==> src/rtl/pool_window_gen_if.sv <==
// Stream bundle for the 2x2 pooling window generator: pixel input stream
// and assembled-window output stream, each with a valid/ready handshake.
interface pool_window_gen_if #(
    parameter int DATA_WIDTH = 16
);
    logic [DATA_WIDTH-1:0]   pix_data;
    logic                    pix_valid;
    logic                    pix_ready;
    logic [4*DATA_WIDTH-1:0] win_data;
    logic                    win_valid;
    logic                    win_ready;

    // Producer of pixels / consumer of windows
    modport master (
        output pix_data,
        output pix_valid,
        input  pix_ready,
        input  win_data,
        input  win_valid,
        output win_ready
    );

    // The window generator itself
    modport slave (
        input  pix_data,
        input  pix_valid,
        output pix_ready,
        output win_data,
        output win_valid,
        input  win_ready
    );
endinterface

==> src/rtl/pool_window_gen.sv <==
// Turns a raster-order pixel stream into non-overlapping 2x2 pooling windows.
// Even rows are parked in a line buffer; odd rows complete the windows.
module pool_window_gen #(
    parameter int DATA_WIDTH = 16,
    parameter int MAX_WIDTH  = 64,
    parameter int CW         = $clog2(MAX_WIDTH) + 1
) (
    input  logic                 clk,
    input  logic                 rst_n,
    input  logic                 start_i,
    input  logic [CW-1:0]        cfg_width_i,
    input  logic [CW-1:0]        cfg_height_i,
    pool_window_gen_if.slave     stream,
    output logic                 busy_o,
    output logic                 frame_done_o,
    output logic                 cfg_err_o
);
    // The line buffer stores horizontal pixel pairs, so one read returns
    // both top pixels of a window.
    localparam int PAIRS = (MAX_WIDTH + 1) / 2;
    localparam int AW    = (PAIRS > 1) ? $clog2(PAIRS) : 1;

    typedef enum logic [1:0] {
        IDLE     = 2'd0,
        EVEN_ROW = 2'd1,
        ODD_ROW  = 2'd2
    } state_t;

    state_t                  state_q, state_d;
    logic [CW-1:0]           width_q, width_d;
    logic [CW-1:0]           height_q, height_d;
    logic [CW-1:0]           col_q, col_d;
    logic [CW-1:0]           row_q, row_d;
    logic [DATA_WIDTH-1:0]   hold_q, hold_d;
    logic [4*DATA_WIDTH-1:0] win_data_q, win_data_d;
    logic                    win_valid_q, win_valid_d;
    logic                    frame_done_q, frame_done_d;
    logic                    cfg_err_q, cfg_err_d;

    logic [2*DATA_WIDTH-1:0] linebuf [PAIRS];
    logic [2*DATA_WIDTH-1:0] rd_q;
    logic                    wr_en;
    logic [AW-1:0]           wr_addr;
    logic [AW-1:0]           rd_addr;
    logic [2*DATA_WIDTH-1:0] wr_data;

    logic                    busy;
    logic                    pix_ready;
    logic                    accept;
    logic                    last_col;
    logic                    last_row;
    logic                    cfg_ok;
    logic [DATA_WIDTH-1:0]   lane [4];
    logic [4*DATA_WIDTH-1:0] win_lanes;

    assign busy      = (state_q != IDLE);
    assign pix_ready = busy && (!win_valid_q || stream.win_ready);
    assign accept    = stream.pix_valid && pix_ready;
    assign last_col  = (col_q == width_q - CW'(1));
    assign last_row  = (row_q == height_q - CW'(1));
    assign cfg_ok    = (cfg_width_i >= CW'(2)) && (cfg_width_i <= CW'(MAX_WIDTH))
                    && (cfg_height_i >= CW'(2));

    // Lane order: top-left, top-right, bottom-left, bottom-right
    assign lane[0] = rd_q[DATA_WIDTH-1:0];
    assign lane[1] = rd_q[2*DATA_WIDTH-1:DATA_WIDTH];
    assign lane[2] = hold_q;
    assign lane[3] = stream.pix_data;

    generate
        for (genvar gi = 0; gi < 4; gi++) begin : g_lane
            assign win_lanes[gi*DATA_WIDTH +: DATA_WIDTH] = lane[gi];
        end
    endgenerate

    // Reading at the next column's pair keeps rd_q aligned with col_q, so the
    // top pair is already registered when the odd-column pixel arrives.
    assign wr_addr = col_q[AW:1];
    assign rd_addr = col_d[AW:1];
    assign wr_data = {stream.pix_data, hold_q};

    always_ff @(posedge clk) begin
        if (wr_en) begin
            linebuf[wr_addr] <= wr_data;
        end
        rd_q <= (wr_en && (wr_addr == rd_addr)) ? wr_data : linebuf[rd_addr];
    end

    always_comb begin
        state_d      = state_q;
        width_d      = width_q;
        height_d     = height_q;
        col_d        = col_q;
        row_d        = row_q;
        hold_d       = hold_q;
        win_data_d   = win_data_q;
        win_valid_d  = win_valid_q && !stream.win_ready;
        frame_done_d = 1'b0;
        cfg_err_d    = 1'b0;
        wr_en        = 1'b0;

        case (state_q)
            IDLE: begin
                if (start_i) begin
                    if (cfg_ok) begin
                        width_d  = cfg_width_i;
                        height_d = cfg_height_i;
                        col_d    = '0;
                        row_d    = '0;
                        state_d  = EVEN_ROW;
                    end else begin
                        cfg_err_d = 1'b1;
                    end
                end
            end
            EVEN_ROW, ODD_ROW: begin
                if (accept) begin
                    // A trailing even column of an odd-width row lands in
                    // hold_q and is simply never used.
                    if (!col_q[0]) begin
                        hold_d = stream.pix_data;
                    end else if (state_q == EVEN_ROW) begin
                        wr_en = 1'b1;
                    end else begin
                        win_data_d  = win_lanes;
                        win_valid_d = 1'b1;
                    end

                    if (last_col) begin
                        col_d = '0;
                        row_d = row_q + CW'(1);
                        if (last_row) begin
                            state_d      = IDLE;
                            frame_done_d = 1'b1;
                        end else begin
                            state_d = (state_q == EVEN_ROW) ? ODD_ROW : EVEN_ROW;
                        end
                    end else begin
                        col_d = col_q + CW'(1);
                    end
                end
            end
            default: begin
                state_d = IDLE;
            end
        endcase
    end

    always_ff @(posedge clk or negedge rst_n) begin
        if (!rst_n) begin
            state_q      <= IDLE;
            width_q      <= '0;
            height_q     <= '0;
            col_q        <= '0;
            row_q        <= '0;
            hold_q       <= '0;
            win_data_q   <= '0;
            win_valid_q  <= 1'b0;
            frame_done_q <= 1'b0;
            cfg_err_q    <= 1'b0;
        end else begin
            state_q      <= state_d;
            width_q      <= width_d;
            height_q     <= height_d;
            col_q        <= col_d;
            row_q        <= row_d;
            hold_q       <= hold_d;
            win_data_q   <= win_data_d;
            win_valid_q  <= win_valid_d;
            frame_done_q <= frame_done_d;
            cfg_err_q    <= cfg_err_d;
        end
    end

    assign stream.pix_ready = pix_ready;
    assign stream.win_data  = win_data_q;
    assign stream.win_valid = win_valid_q;
    assign busy_o           = busy;
    assign frame_done_o     = frame_done_q;
    assign cfg_err_o        = cfg_err_q;
endmodule

==> src/flat_wrapper.sv <==
// flat-port wrapper written by rule: the top's interface ports become plain ports
module pool_window_gen_flat 
#(
    parameter int DATA_WIDTH = 16,
    parameter int MAX_WIDTH  = 64,
    parameter int CW         = $clog2(MAX_WIDTH) + 1
)
  (clk, rst_n, start_i, cfg_width_i, cfg_height_i, busy_o, frame_done_o, cfg_err_o, stream_pix_data, stream_pix_valid, stream_pix_ready, stream_win_data, stream_win_valid, stream_win_ready);
  pool_window_gen_if #(.DATA_WIDTH(DATA_WIDTH)) stream_i ();
  input  logic clk;
  input  logic rst_n;
  input  logic start_i;
  input  logic [CW-1:0] cfg_width_i;
  input  logic [CW-1:0] cfg_height_i;
  output logic busy_o;
  output logic frame_done_o;
  output logic cfg_err_o;
  input wire logic [$bits(stream_i.pix_data)-1:0] stream_pix_data;
  input wire logic [$bits(stream_i.pix_valid)-1:0] stream_pix_valid;
  output wire logic [$bits(stream_i.pix_ready)-1:0] stream_pix_ready;
  output wire logic [$bits(stream_i.win_data)-1:0] stream_win_data;
  output wire logic [$bits(stream_i.win_valid)-1:0] stream_win_valid;
  input wire logic [$bits(stream_i.win_ready)-1:0] stream_win_ready;
  assign stream_i.pix_data = stream_pix_data;
  assign stream_i.pix_valid = stream_pix_valid;
  assign stream_pix_ready = stream_i.pix_ready;
  assign stream_win_data = stream_i.win_data;
  assign stream_win_valid = stream_i.win_valid;
  assign stream_i.win_ready = stream_win_ready;
  pool_window_gen #(.DATA_WIDTH(DATA_WIDTH), .MAX_WIDTH(MAX_WIDTH), .CW(CW)) u_core (.clk(clk), .rst_n(rst_n), .start_i(start_i), .cfg_width_i(cfg_width_i), .cfg_height_i(cfg_height_i), .stream(stream_i), .busy_o(busy_o), .frame_done_o(frame_done_o), .cfg_err_o(cfg_err_o));
endmodule
==> config.mk <==
export PLATFORM = sky130hd
export DESIGN_NAME = pool_window_gen_flat
export DESIGN_NICKNAME = d
export VERILOG_FILES = /design/src/rtl/pool_window_gen_if.sv /design/src/rtl/pool_window_gen.sv /design/src/flat_wrapper.sv
export SDC_FILE = /design/constraint.sdc
export NUM_CORES = 1
export LEC_CHECK = 0
export CAP_MARGIN = 20
export CORE_ASPECT_RATIO = 0.5
export CORE_MARGIN = 2
export CORE_UTILIZATION = 60
export DETAILED_ROUTE_END_ITERATION = 8
export PLACE_DENSITY = 0.76
export SKIP_LAST_GASP = 1
export SYNTH_ARGS = -nofsm -noshare
export SYNTH_HDL_FRONTEND = slang
export SYNTH_SLANG_ARGS = --single-unit
==> constraint.sdc <==
create_clock -name clk -period 4.6 [get_ports clk]
set_input_delay 0.92 -clock clk [delete_from_list [all_inputs] [get_ports clk]]
set_output_delay 0.92 -clock clk [all_outputs]
set_load 0.03 [all_outputs]
==> impl_metrics.tcl, run 1 <==
set metrics [dict create \
    cts_inserted_buffers 94 \
    grt_pass1_wl_um 150700 \
    outcome "finished, final reports clean" \
    finClkSkew_ns 0.03422 \
    fin_util 0.6894 \
    diodes 0 \
    ys_types 57 \
    die_x_um 386.9 \
    htreeDepth 3 \
    holdBufCountCts 0 \
    cts.sinks 1142 \
    port_buffers 103 \
    cp-start-kind "flip-flop" \
    fin_crit_sh 0.7530 \
    routedWlPerCell_um 32.78 \
    syn_area_per_cell_um2 22.55 \
    tns_ns 0 \
    root_buffer "clkbuf_16" \
    worstSetupEndpointType "primary output" \
    rsz0062_at_grt "false" \
    leakagePower_nw 15.72 \
    gp_congestion 0.8002 \
    seqCellArea_um2 33690 \
    worstPathRequired_ns 3.68 \
    min_path_type "input pin to asynchronous set/reset pin" \
    yosys-top-cells-count "edfxtp_1 (1024), mux4_2 (320), dfrtp_1 (113)" \
    grt_pass1_vias 21500 \
    place_hpwl_um 59190 \
    cts_buffer_depth 3 \
    reg2reg_setup_slack_ns 1.32 \
    synth.most_common_cell "edfxtp_1" \
    syn_to_final_growth_pct 14.06 \
    vias 21410 \
    postCtsSetupBuffers 0 \
    clk_pin_slew_ns 0.07 \
    grt.total_usage 0.2822 \
    ys_seq_elements 1142 \
    rows 70 \
    antenna_found_initial 3 \
    die_area_um2 75630 \
    grt_start_max_net_pins 90 \
    crit_slowest_cell "clkdlybuf4s50_1" \
    path_class "flip-flop to primary output" \
    tightest_slew_ns 1.184 \
    nNetsFinal 2196 \
    slowest_delay_ns 0.58 \
    drive_gt1_frac 0.3045 \
    fmax_mhz 288.7 \
    ant_nets 0 \
    drt-initial-drc-count 2799 \
    fillers 4203 \
    yosysSeqAreaShare 0.7655 \
    preCtsSetupSlack_ns 0.7973 \
    synth_area_leaders "edfxtp_1 (70%), mux4_2 (16%), dfrtp_1 (6.4%)" \
    synth_top_area_frac 0.6990 \
    finalHoldViolCount 0 \
    slew_violations 0 \
    yosysWarnings 0 \
    p_per_area_nw_per_um2 573.5 \
    syn-num-nets 1994 \
    cts_resized 0 \
    totalWireLength_um 105000 \
    postSynthCellCount 1951 \
    routed_via_density 6.685 \
    cts_tree "yes" \
    num_io_pins 104 \
    cp_data_arrival_time_ns 2.54 \
    insertion_delay_ns 0.70 \
    r2r-end "u_core.linebuf[9][14]" \
    finalPower_mw 28.78 \
    gr-total-overflow 0 \
    maxCapViolations 0 \
    async_reset_ff_frac 0.09895 \
    ys.flop_type "edfxtp_1" \
    multiInputGateArea_um2 10060 \
    drc 0 \
    worstReg2RegStart "u_core.state_q[1]" \
    r2r_cells 8 \
    dr.pass1.iters 5 \
    fp.dieH_um 195.5 \
    relSlewSlack 0.2105 \
    cp_max_fo 8 \
    yosysTopAreaCell "edfxtp_1" \
    setup_ws_ns 1.136 \
    core_um2 72780 \
    ir_worst_vdd_mv 0.3422 \
    layout_min_cycle_time_ns 3.464 \
    synth_area_um2 43990 \
    initial_core_util 0.6044 \
    setup_viol 0 \
    path_cells "inv_1, ha_1, clkinv_1, and2_1, clkdlybuf4s50_1" \
    synth_edf_count 1024 \
]
## placed cells by master, fill, tap and decap left out, types with 21 or more instances in the layout
master,netlist,routed
mux4_2,320,320
buf_4,1,82
dfrtp_1,113,113
edfxtp_1,1024,1024
nor2_1,75,44
clkdlybuf4s50_1,0,97
nor2_4,0,30
mux2_2,61,61
clkbuf_16,0,94
a21oi_1,39,39
mux2i_1,32,32
nand2_1,21,21
## through the flow
stage	instance area [um2]	std cells	hold slack, ns
after floorplan	43990	1951	0.4949
after global placement	47000	3023	0.4869
after detailed placement	47000	3023	0.4963
after CTS	50060	3196	0.3748
after global routing	50180	3202	0.4072
final	50180	3202	0.3486
## cell families after synthesis
family | Yosys count | synth area share
muxes | 413 | 0.1867
xor gates and xnor gates | 14 | 0.002787
AOI/OAI and AO/OA | 88 | 0.01311
and+or+nand+nor | 166 | 0.01837
DFF | 1142 | 0.7655
adders and majority gates | 8 | 0.002275
buffers and inverters | 120 | 0.01121
## state kept, by name (all words and copies together) (netlist names), 2 cells and up, named ones only
register,flops
u_core.width_q,7
u_core.hold_q,16
u_core.state_q,2
u_core.col_q,7
u_core.stream.win_data,64
u_core.row_q,7
u_core.height_q,7
u_core.linebuf,1024
## power breakdown
part	switching [mW]	total (mW)	internal [mW]
clock	3.68	8.06	4.38
combinational	4.11	7.31	3.20
sequential	0.887	13.4	12.5
total	8.68	28.8	20.1
## worst max-delay path: cells and delay by family, from the launching register on
family                     cells  cell delay (ns)
and+or+nand+nor                1             0.21
adders and majority gates      1             0.25
DFF                            1             0.44
buffers and inverters          3             0.94
## layer usage
layer,GRT usage,share of wire
met5,0,0.000095
met2,0.4343,0.48
met3,0.07732,0.11
met1,0.4050,0.39
met4,0.08264,0.026
## how the worst max path moves through the flow
stage	startpoint	end
finish	u_core.state_q[1]	stream_pix_ready
global route	u_core.state_q[1]	stream_pix_ready
CTS	u_core.state_q[1]	stream_pix_ready
detailed placement	stream_win_ready	u_core.linebuf[9][6]
global placement	stream_win_ready	u_core.linebuf[9][7]
floorplan	stream_win_ready	u_core.linebuf[31][0]
## final cells by class
| type | instances | share of cell area |
|---|---|---|
| tap | 972 | 0.02424 |
| timing repair buffer | 208 | 0.04152 |
| sequential | 1142 | 0.6715 |
| inverter | 18 | 0.001347 |
| clock inverter | 56 | 0.01130 |
| clock buffer | 117 | 0.04960 |
| multi-input combinational | 689 | 0.2005 |
Note: power is estimated with default switching activity, not from simulation.
==> inputs of run 2 (changes only) <==
==> constraint.sdc (replaced) <==
create_clock -name clk -period 3.2 [get_ports clk]
set_input_delay 0.64 -clock clk [delete_from_list [all_inputs] [get_ports clk]]
set_output_delay 0.64 -clock clk [all_outputs]
set_load 0.03 [all_outputs]
==> run 2 against run 1 <==
  * First-iteration DRC count rose by 18%
  * Sequential share of layout area fell by 1.7 points
  * Via count rose by 4.1%
  * Utilization grew 1.8 points
  * Routed wire length increased by 5.9%
  * Critical path type unchanged
  * Cell count is 1.8% higher
  * Clock power rose by 46%
  * Total power up 47%
  * Die area unchanged
  * Combinational power is 57% higher
  * Global-route usage rose by 1.9 points
==> impl_metrics.tcl, run 2 (synthesis results as in run 1) <==
set metrics [dict create \
    postCtsSetupBuffers 0 \
    finClkSkew_ns 0.02772 \
    antenna_found_initial 7 \
    ant_nets 0 \
    preCtsSetupSlack_ns 0.07287 \
    relSlewSlack 0.2341 \
    final_cell_mix "edfxtp_1 (1024), mux4_2 (320), dfrtp_1 (113), clkdlybuf4s50_1 (100), clkbuf_16 (96)" \
    setup_ws_ns 0.1954 \
    path_cells "inv_1, ha_1, clkinv_1, buf_4, clkdlybuf4s50_1" \
    drc 0 \
    outcome "finished, final reports clean" \
    cts.sinks 1142 \
    routed_via_density 6.832 \
    place_hpwl_um 65020 \
    layout_min_cycle_time_ns 3.005 \
    htreeDepth 3 \
    p_per_area_nw_per_um2 821.6 \
    core_um2 72780 \
    crit_family "buffers and inverters" \
    fin_util 0.7075 \
    drive_gt1_frac 0.3198 \
    tightest_slew_ns 1.149 \
    grt_pass1_wl_um 160700 \
    largest_register_ffs 1024 \
    min_path_type "input pin to asynchronous set/reset pin" \
    power.internal_mw 29.43 \
    fin_crit_sh 0.9389 \
    leakagePower_nw 16.27 \
    gr-total-overflow 0 \
    grt.total_usage 0.3013 \
    pwr-share-clk 0.280 \
    crit_buf_inv 4 \
    syn_to_final_growth_pct 17.06 \
    path_class "flip-flop to primary output" \
    die_area_um2 75630 \
    grt_start_max_net_pins 64 \
    fin_hold_ws_ns 0.4998 \
    cts_buffer_depth 3 \
    gp_congestion 0.8210 \
    totalWireLength_um 111200 \
    num_io_pins 104 \
    cp_data_arrival_time_ns 2.36 \
    layout_commonest_cell "edfxtp_1" \
    port_buffers 103 \
    finalHoldViolCount 0 \
    clk_pin_slew_ns 0.06 \
    drt-initial-drc-count 3304 \
    slowest_delay_ns 0.59 \
    worstSetupEndpointType "primary output" \
    fp.dieH_um 195.5 \
    root_buffer "clkbuf_16" \
    rows 70 \
    slew_violations 0 \
    setup_viol 0 \
    grt_pass1_vias 22290 \
    p_sw_mw 12.88 \
    cts_tree "yes" \
    seqPwrFrac 0.449 \
    ir_worst_vdd_mv 0.4478 \
    fmax_mhz 332.8 \
    crit_slowest_cell "clkdlybuf4s50_1" \
    nNetsFinal 2252 \
    initial_core_util 0.6044 \
    worstPathRequired_ns 2.56 \
    cp-start-kind "flip-flop" \
    cts_inserted_buffers 93 \
    sw_frac_of_total 0.3045 \
    power_frac_comb 0.271 \
    cp_max_fo 7 \
    die_x_um 386.9 \
    routedWlPerCell_um 34.11 \
    place_area_um2 48310 \
    insertion_delay_ns 0.67 \
    rsz0062_at_grt "false" \
    maxCapViolations 0 \
    finalPower_mw 42.31 \
    vias 22270 \
    final_area_um2 51500 \
    dr.pass1.iters 7 \
    top_register "u_core.linebuf" \
]
==> run 2: cell types whose count changed in the layout (fill, tap and decap cells not counted), moves of 3 or more <==
cell             change
buf_12              +67
buf_4                -7
clkbuf_8             +7
clkinv_1             -6
buf_2                -4
clkbuf_1             +4
clkinvlp_4           -4
clkdlybuf4s50_1      +3
==> run 2: per-stage QoR <==
step / setup TNS [ns] / std cells
detailed placement: 0 / 3083
global placement: 0 / 3083
floorplan: -192.11 / 1951
global route: 0 / 3258
CTS: 0 / 3256
finish: 0 / 3260
==> run 2: area by class of cell <==
type | count | area [um2]
Sequential cell | 1142 | 33690
Fill cell | 4013 | 21290
Multi-Input combinational cell | 689 | 10060
Timing Repair Buffer | 265 | 3339
Clock buffer | 130 | 2650
Tap cell | 972 | 1216
Clock inverter | 42 | 460.4
Inverter | 18 | 67.56
Antenna cell | 2 | 5.005
==> run 2: worst paths after layout <==
kind | cells past startpoint | from | slack, ns | end
max | 5 | u_core.state_q[1] | 0.20 | busy_o
max reg2reg | 10 | u_core.state_q[1] | 0.36 | u_core.linebuf[26][11]
min | 2 | rst_n | 0.50 | u_core.height_q[4]
min reg2reg | 1 | u_core.stream.win_data[47] | 0.51 | u_core.stream.win_data[47]
max in group asynchronous | 3 | rst_n | 1.83 | u_core.stream.win_data[23]
min in group clk | 1 | u_core.stream.win_data[47] | 0.51 | u_core.stream.win_data[47]
==> run 2: what timing repair did <==
item | in CTS | in global routing
setup endpoints to repair | 0 | 1
hold buffers | 1 | 0
hold endpoints to repair | 45 | 0
gates resized for setup | 0 | 1
==> run 2: power by group through the flow <==
stage / registers [mW] / logic (mW) / clock network, mW
2_1_floorplan: 20.0 / 5.58 / 0
3_3_place_gp: 19.3 / 10.9 / 0
3_5_place_dp: 19.4 / 11.1 / 0
4_1_cts: 19.1 / 11.3 / 11.9
5_1_grt: 19.1 / 12.0 / 12.4
6_report: 19.0 / 11.5 / 11.8
==> run 2: routing by layer <==
metal | share of wire | vias up | global-route usage
met5 | 0.00032 | - | 0
li1 | - | 8685 | -
met2 | 0.47 | 1650 | 0.4692
met1 | 0.39 | 11740 | 0.4476
met4 | 0.026 | 6 | 0.07800
met3 | 0.11 | 192 | 0.06128
==> inputs of run 3 (changes only) <==
--- a/config.mk
+++ b/config.mk
@@ -6,8 +6,8 @@
 export NUM_CORES = 1
 export LEC_CHECK = 0
 export CAP_MARGIN = 20
-export CORE_ASPECT_RATIO = 0.5
-export CORE_MARGIN = 2
+export CORE_ASPECT_RATIO = 1.4
+export CORE_MARGIN = 4
 export CORE_UTILIZATION = 60
 export DETAILED_ROUTE_END_ITERATION = 8
 export PLACE_DENSITY = 0.76
==> run 3 against run 2 <==
  * Combinational power is 5% lower
  * Critical path depth unchanged
  * Register-to-register slack worse by 0.07 ns
  * Fmax is 1.6% lower
  * Critical endpoint is now stream_pix_ready
  * Routed wire length down 10%
  * Setup slack lost 0.048 ns
  * Total power rose by 0.64%
  * Critical path type unchanged
  * Flip-flop and latch count is the same
  * Design area barely moved
==> impl_metrics.tcl, run 3 (synthesis results as in run 1) <==
set metrics [dict create \
    outcome "finished, final reports clean" \
    totalWireLength_um 99710 \
    final_cell_mix "edfxtp_1 (1024), mux4_2 (320), dfrtp_1 (113), clkbuf_16 (103), clkdlybuf4s50_1 (101)" \
    htreeDepth 3 \
    grt_pass1_wl_um 147900 \
    largest_register_ffs 1024 \
    vias 21210 \
    grt.total_usage 0.2588 \
    postCtsSetupBuffers 0 \
    cp_data_arrival_time_ns 2.41 \
    gp_congestion 0.8240 \
    port_buffers 103 \
    die_x_um 236.9 \
    grt_start_max_net_pins 69 \
    root_buffer "clkbuf_16" \
    core_um2 72760 \
    cp_max_fo 8 \
    gr-total-overflow 0 \
    fp.dieH_um 328.4 \
    routedWlPerCell_um 30.81 \
    worstPathRequired_ns 2.56 \
    layout_min_cycle_time_ns 3.053 \
    p_per_area_nw_per_um2 827.2 \
    finClkSkew_ns 0.02223 \
    r2r_cells 7 \
    drt-initial-drc-count 2926 \
    tns_ns 0 \
    initial_core_util 0.6047 \
    cts.sinks 1142 \
    dp_cells 3038 \
    ant_nets 0 \
    cts_tree "yes" \
    finalHoldViolCount 0 \
    routed_via_density 6.555 \
    leakagePower_nw 16.27 \
    drc 0 \
    antenna_found_initial 2 \
    tightest_slew_ns 0.8549 \
    num_io_pins 104 \
    insertion_delay_ns 0.67 \
    die_area_um2 77780 \
    ir_worst_vdd_mv 0.6706 \
    grt_pass1_vias 22030 \
    syn_to_final_growth_pct 17.02 \
    drive_gt1_frac 0.3184 \
    reg2reg_setup_slack_ns 0.29 \
    setup_viol 0 \
    relSlewSlack 0.4283 \
    worstReg2RegStart "u_core.width_q[2]" \
    worstSetupEndpointType "primary output" \
    maxCapViolations 0 \
    min_path_type "input pin to asynchronous set/reset pin" \
    cts_buffer_depth 3 \
    top_register "u_core.linebuf" \
    rsz0062_at_grt "false" \
    clk_pin_slew_ns 0.06 \
    path_class "flip-flop to primary output" \
    cp-start-kind "flip-flop" \
    slew_violations 0 \
    instances_no_fill 3236 \
    fmax_mhz 327.5 \
    cts_inserted_buffers 100 \
    place_hpwl_um 61060 \
    rows 117 \
    nNetsFinal 2240 \
    dr.pass1.iters 5 \
    fin_crit_sh 0.9541 \
    layout_commonest_cell "edfxtp_1" \
]
-- run 3: cell types whose count changed in the layout (fill, tap and decap cells not counted), moves of 5 or more --
cell,previous run,this run
buf_8,0,5
bufinv_16,9,14
buf_12,84,64
clkinv_1,12,7
buf_4,75,69
clkbuf_16,96,103
clkbuf_1,22,28
-- run 3: timing repair --
item,CTS,global route
setup endpoints to repair,0,1
resized for setup,0,1
endpoints found under the hold margin,26,0
hold buffers,1,0
-- run 3: how the worst max path moves through the flow --
stage,start,end,slack (ns)
floorplan,u_core.state_q[1],u_core.linebuf[23][0],-0.51
global placement,stream_win_ready,u_core.linebuf[10][13],0.20
detailed placement,u_core.width_q[2],flip-flop,0.09
CTS,u_core.state_q[1],stream_pix_ready,0.07
global route,u_core.state_q[1],stream_pix_ready,0.03
finish,u_core.state_q[1],stream_pix_ready,0.15
-- run 3: area by class of cell --
cell class,count,area (um2)
tap,952,1191
multi-input combinational,689,10060
fill,4062,21280
clock buffer,143,2848
antenna,1,2.502
clock inverter,45,611.8
inverter,18,67.56
timing repair buffer,246,2999
sequential,1142,33690
-- run 3: power by group --
group | total, mW | internal [mW] | switching (mW) | leakage (nW)
combinational | 10.9 | 4.87 | 6.00 | 4.00
clock | 12.6 | 7.34 | 5.27 | 1.69
sequential | 19.1 | 18.0 | 1.11 | 10.6
-- run 3: critical path, stage by stage, from the launching register on --
cell	delay, ns
dfrtp_1	0.45
inv_1	0.09
ha_1	0.25
inv_2	0.14
and2_1	0.14
clkdlybuf4s50_1	0.67
-- run 3: per-layer routing --
layer,vias to the layer above,GRT usage,share of wire
li1,8673,-,-
met3,119,0.03908,0.083
met1,11280,0.3685,0.38
met5,-,0,0
met4,0,0.06806,0.021
met2,1136,0.4324,0.52
-- run 3: stage by stage --
stage          total power, mW  utilization  setup slack (ns)  cell area [um2]  hold WS, ns
2_1_floorplan            25.58            -           -0.5147            44110       0.3444
3_3_place_gp             29.59       0.6576            0.1965            47840       0.4886
3_5_place_dp             30.00       0.6580           0.08628            47870       0.4947
4_1_cts                  42.60       0.7057           0.06514            51340       0.3927
5_1_grt                  44.15       0.7075           0.02789            51480       0.4285
6_report                 42.58       0.7075            0.1470            51480       0.4128
==> variant (flow settings as in run 2) <==
`win_data_q` no longer has a reset.
--- a/src/rtl/pool_window_gen.sv
+++ b/src/rtl/pool_window_gen.sv
@@ -154,7 +154,6 @@
             col_q        <= '0;
             row_q        <= '0;
             hold_q       <= '0;
-            win_data_q   <= '0;
             win_valid_q  <= 1'b0;
             frame_done_q <= 1'b0;
             cfg_err_q    <= 1'b0;
@@ -165,11 +164,14 @@
             col_q        <= col_d;
             row_q        <= row_d;
             hold_q       <= hold_d;
-            win_data_q   <= win_data_d;
             win_valid_q  <= win_valid_d;
             frame_done_q <= frame_done_d;
             cfg_err_q    <= cfg_err_d;
         end
+    end
+
+    always_ff @(posedge clk) begin
+        win_data_q <= win_data_d;
     end
 
     assign stream.pix_ready = pix_ready;
Behaviour: same outputs for any inputs over 4 cycles, from zero or initial values and one cycle with rst_n low; that may be too few to reach the edited logic, so the function may still have changed.
==> variant against run 2 <==
- clock skew is 0.0046 ns higher
- sequential share of layout area is 1.3 points higher
- sequential cell count stayed put
- die area is 0.76% lower
- critical path depth stayed put
- synthesized area is 0.77% lower
- utilization is 0.60 points higher
- final area is 0.96% lower
- routed wire length is 4.4% lower
- setup slack worse by 0.080 ns
- largest cell class unchanged
- highest routed layer unchanged
Power is not compared: it rests on default switching activity, and its combinational part moved more than twofold at a synthesized area within 25%.
==> variant: results (changes against run 2) <==
buffering overhead = 6.388% (-0.097 points)
worst-case reg-to-reg path depth = 5 (-5)
total nets after synthesis = 1874 (-6.0%)
VDD IR-drop max = 0.0005105 V
vias in the first global route = 21470 (-3.7%)
Post-synth top cells = edfxtp_1 (1088), mux4_2 (320), mux2_2 (63)
status = finished clean
initial antenna violation count = 9 (+2)
DP Wirelength = 62320 um (-4.2%)
CP max stage cell = clkdlybuf4s50_1
Pre-antenna DRT Iters = 6 (-1)
GRT Resource Usage Total = 29.20% (-0.93 points)
Clock Skews = 0.03229 ns (+0.004570 ns)
dpl cell area = 0.04779 mm2 (-1.1%)
multi-input gate count = 588 (-15%)
clock-cell share of area = 6.008% (-0.032 points)
crit path max fanout = 8 (+1)
largest net degree at the start of global routing = 65 (+1.6%)
Non-clock buffers = 252 (-4.9%)
DRT Wirelength = 106300 um (-4.4%)
final core occ = 71.35% (+0.60 points)
Post-Place Setup Slack = 0.1816 ns (+0.1088 ns)
inverter count = 16 (-2)
crit-path max cell delay = 0.58 ns
Clock Pin Slew Worst Setup and Hold Paths = 0.07 ns
CP top delay family = buffers and inverters
slew of the pin with the lowest slew margin = 1.028 ns (-0.1205 ns)
post-synthesis instance total = 1831 (-6.2%)
max reg flops = 1024 (unchanged)
placed cells = 2949 (-4.3%)
Multi-input gate area = 0.009409 mm2 (-6.5%)
FILL cells = 3895 (-2.9%)
Post-Synth Adder-Cell Area = 0.2293% (+0.0018 points)
first-pass GRT wire length = 153600 um (-4.4%)
Via Count = 21160 (-5.0%)
Leak = 15.73 nW
EDFF count, synth = 1088 (+6.3%)
1st-iter DRT viols = 3320 (+0.48%)
Final nets = 2136 (-5.2%)
CTS max path bufs = 3 (unchanged)
post-synthesis compound-gate area fraction = 0.6965% (-0.61 points)
Placer Congestion = 0.8043 (-2.0%)
vias per inst = 6.768 (-0.94%)
Arr. time, crit path = 2.44 ns (+0.08 ns)
register area = 0.03401 mm2 (+0.95%)
layout cells sized above 1 = 32.84% (+0.86 points)
reg-to-reg critical path endpoint = u_core.stream.win_data[4]$_DFFE_PP_
Ant. Diodes = 0 (-2)
largest cells by area after synthesis = edfxtp_1 (75%), mux4_2 (17%), dfrtp_1 (2.8%), mux2_2 (1.6%), nor2_1 (0.42%)
reg-to-reg slack, setup = 0.39 ns (+0.03 ns)
width of the die = 385.5 um (-0.38%)
Post-Synth XOR/XNOR Area = 0.4213% (+0.14 points)
worst-skew pair later-pin latency = 0.68 ns
cts bufs inserted = 93 (unchanged)
mux contribution to synthesized area = 18.20% (-0.47 points)
fraction of registers with async set/reset = 4.291% (-5.6 points)
clock buffer count = 120 (-7.7%)
synth warn = 0 (unchanged)
register area share after synthesis = 77.88% (+1.3 points)
smallest hold slack = 0.4333 ns (-0.06652 ns)
[variant: changes by cell type after synthesis, sizes merged, moves of 5 or more]
| cell | delta |
|---|---|
| a21o | +5 |
| a21oi | -32 |
| buf | +12 |
| clkbuf | -29 |
| dfrtp | -64 |
| edfxtp | +64 |
| mux2i | -29 |
| nor2 | -26 |
| nor3 | +5 |
| o211ai | -10 |
| xnor2 | +8 |
[variant: power by group through the flow]
stage	Clock, W	Combinational [W]	Sequential, W
after detailed placement	0	0.00444	0.0186
final	0.0117	0.00495	0.0180
after floorplan	0	0.00260	0.0185
after CTS	0.0118	0.00451	0.0183
after global routing	0.0123	0.00527	0.0181
after global placement	0	0.00414	0.0187
[variant: cell families (layout without fill, tap and decap cells)]
family,after synthesis,after routing
AO/OA/AOI/OAI,43,43
XOR/XNOR,21,21
adder cells (fa/ha/maj),8,8
buffers and inverters,101,438
flip-flops,1142,1142
multiplexers,386,386
AND/OR/NAND/NOR,130,130
[variant: per-layer routing]
layer  global-route usage, %  wire (um)
met5                       0         13
met4                   8.459       2891
met3                   6.208      11210
met2                   45.81      52020
met1                   42.39      40140
[variant: worst max-delay path by stage]
stage                                                   to                           from  slack (ns)
after global placement    u_core.linebuf[20][26]$_DFFE_PP_               stream_win_ready        0.22
after floorplan            u_core.linebuf[13][0]$_DFFE_PP_  u_core.state_q[0]$_DFFE_PN0P_       -0.10
final                                     stream_pix_ready  u_core.state_q[1]$_DFFE_PN0P_        0.12
after global routing                      stream_pix_ready  u_core.state_q[1]$_DFFE_PN0P_        0.01
after detailed placement   u_core.linebuf[0][21]$_DFFE_PP_               stream_win_ready        0.18
after CTS                                 stream_pix_ready  u_core.state_q[1]$_DFFE_PN0P_        0.11
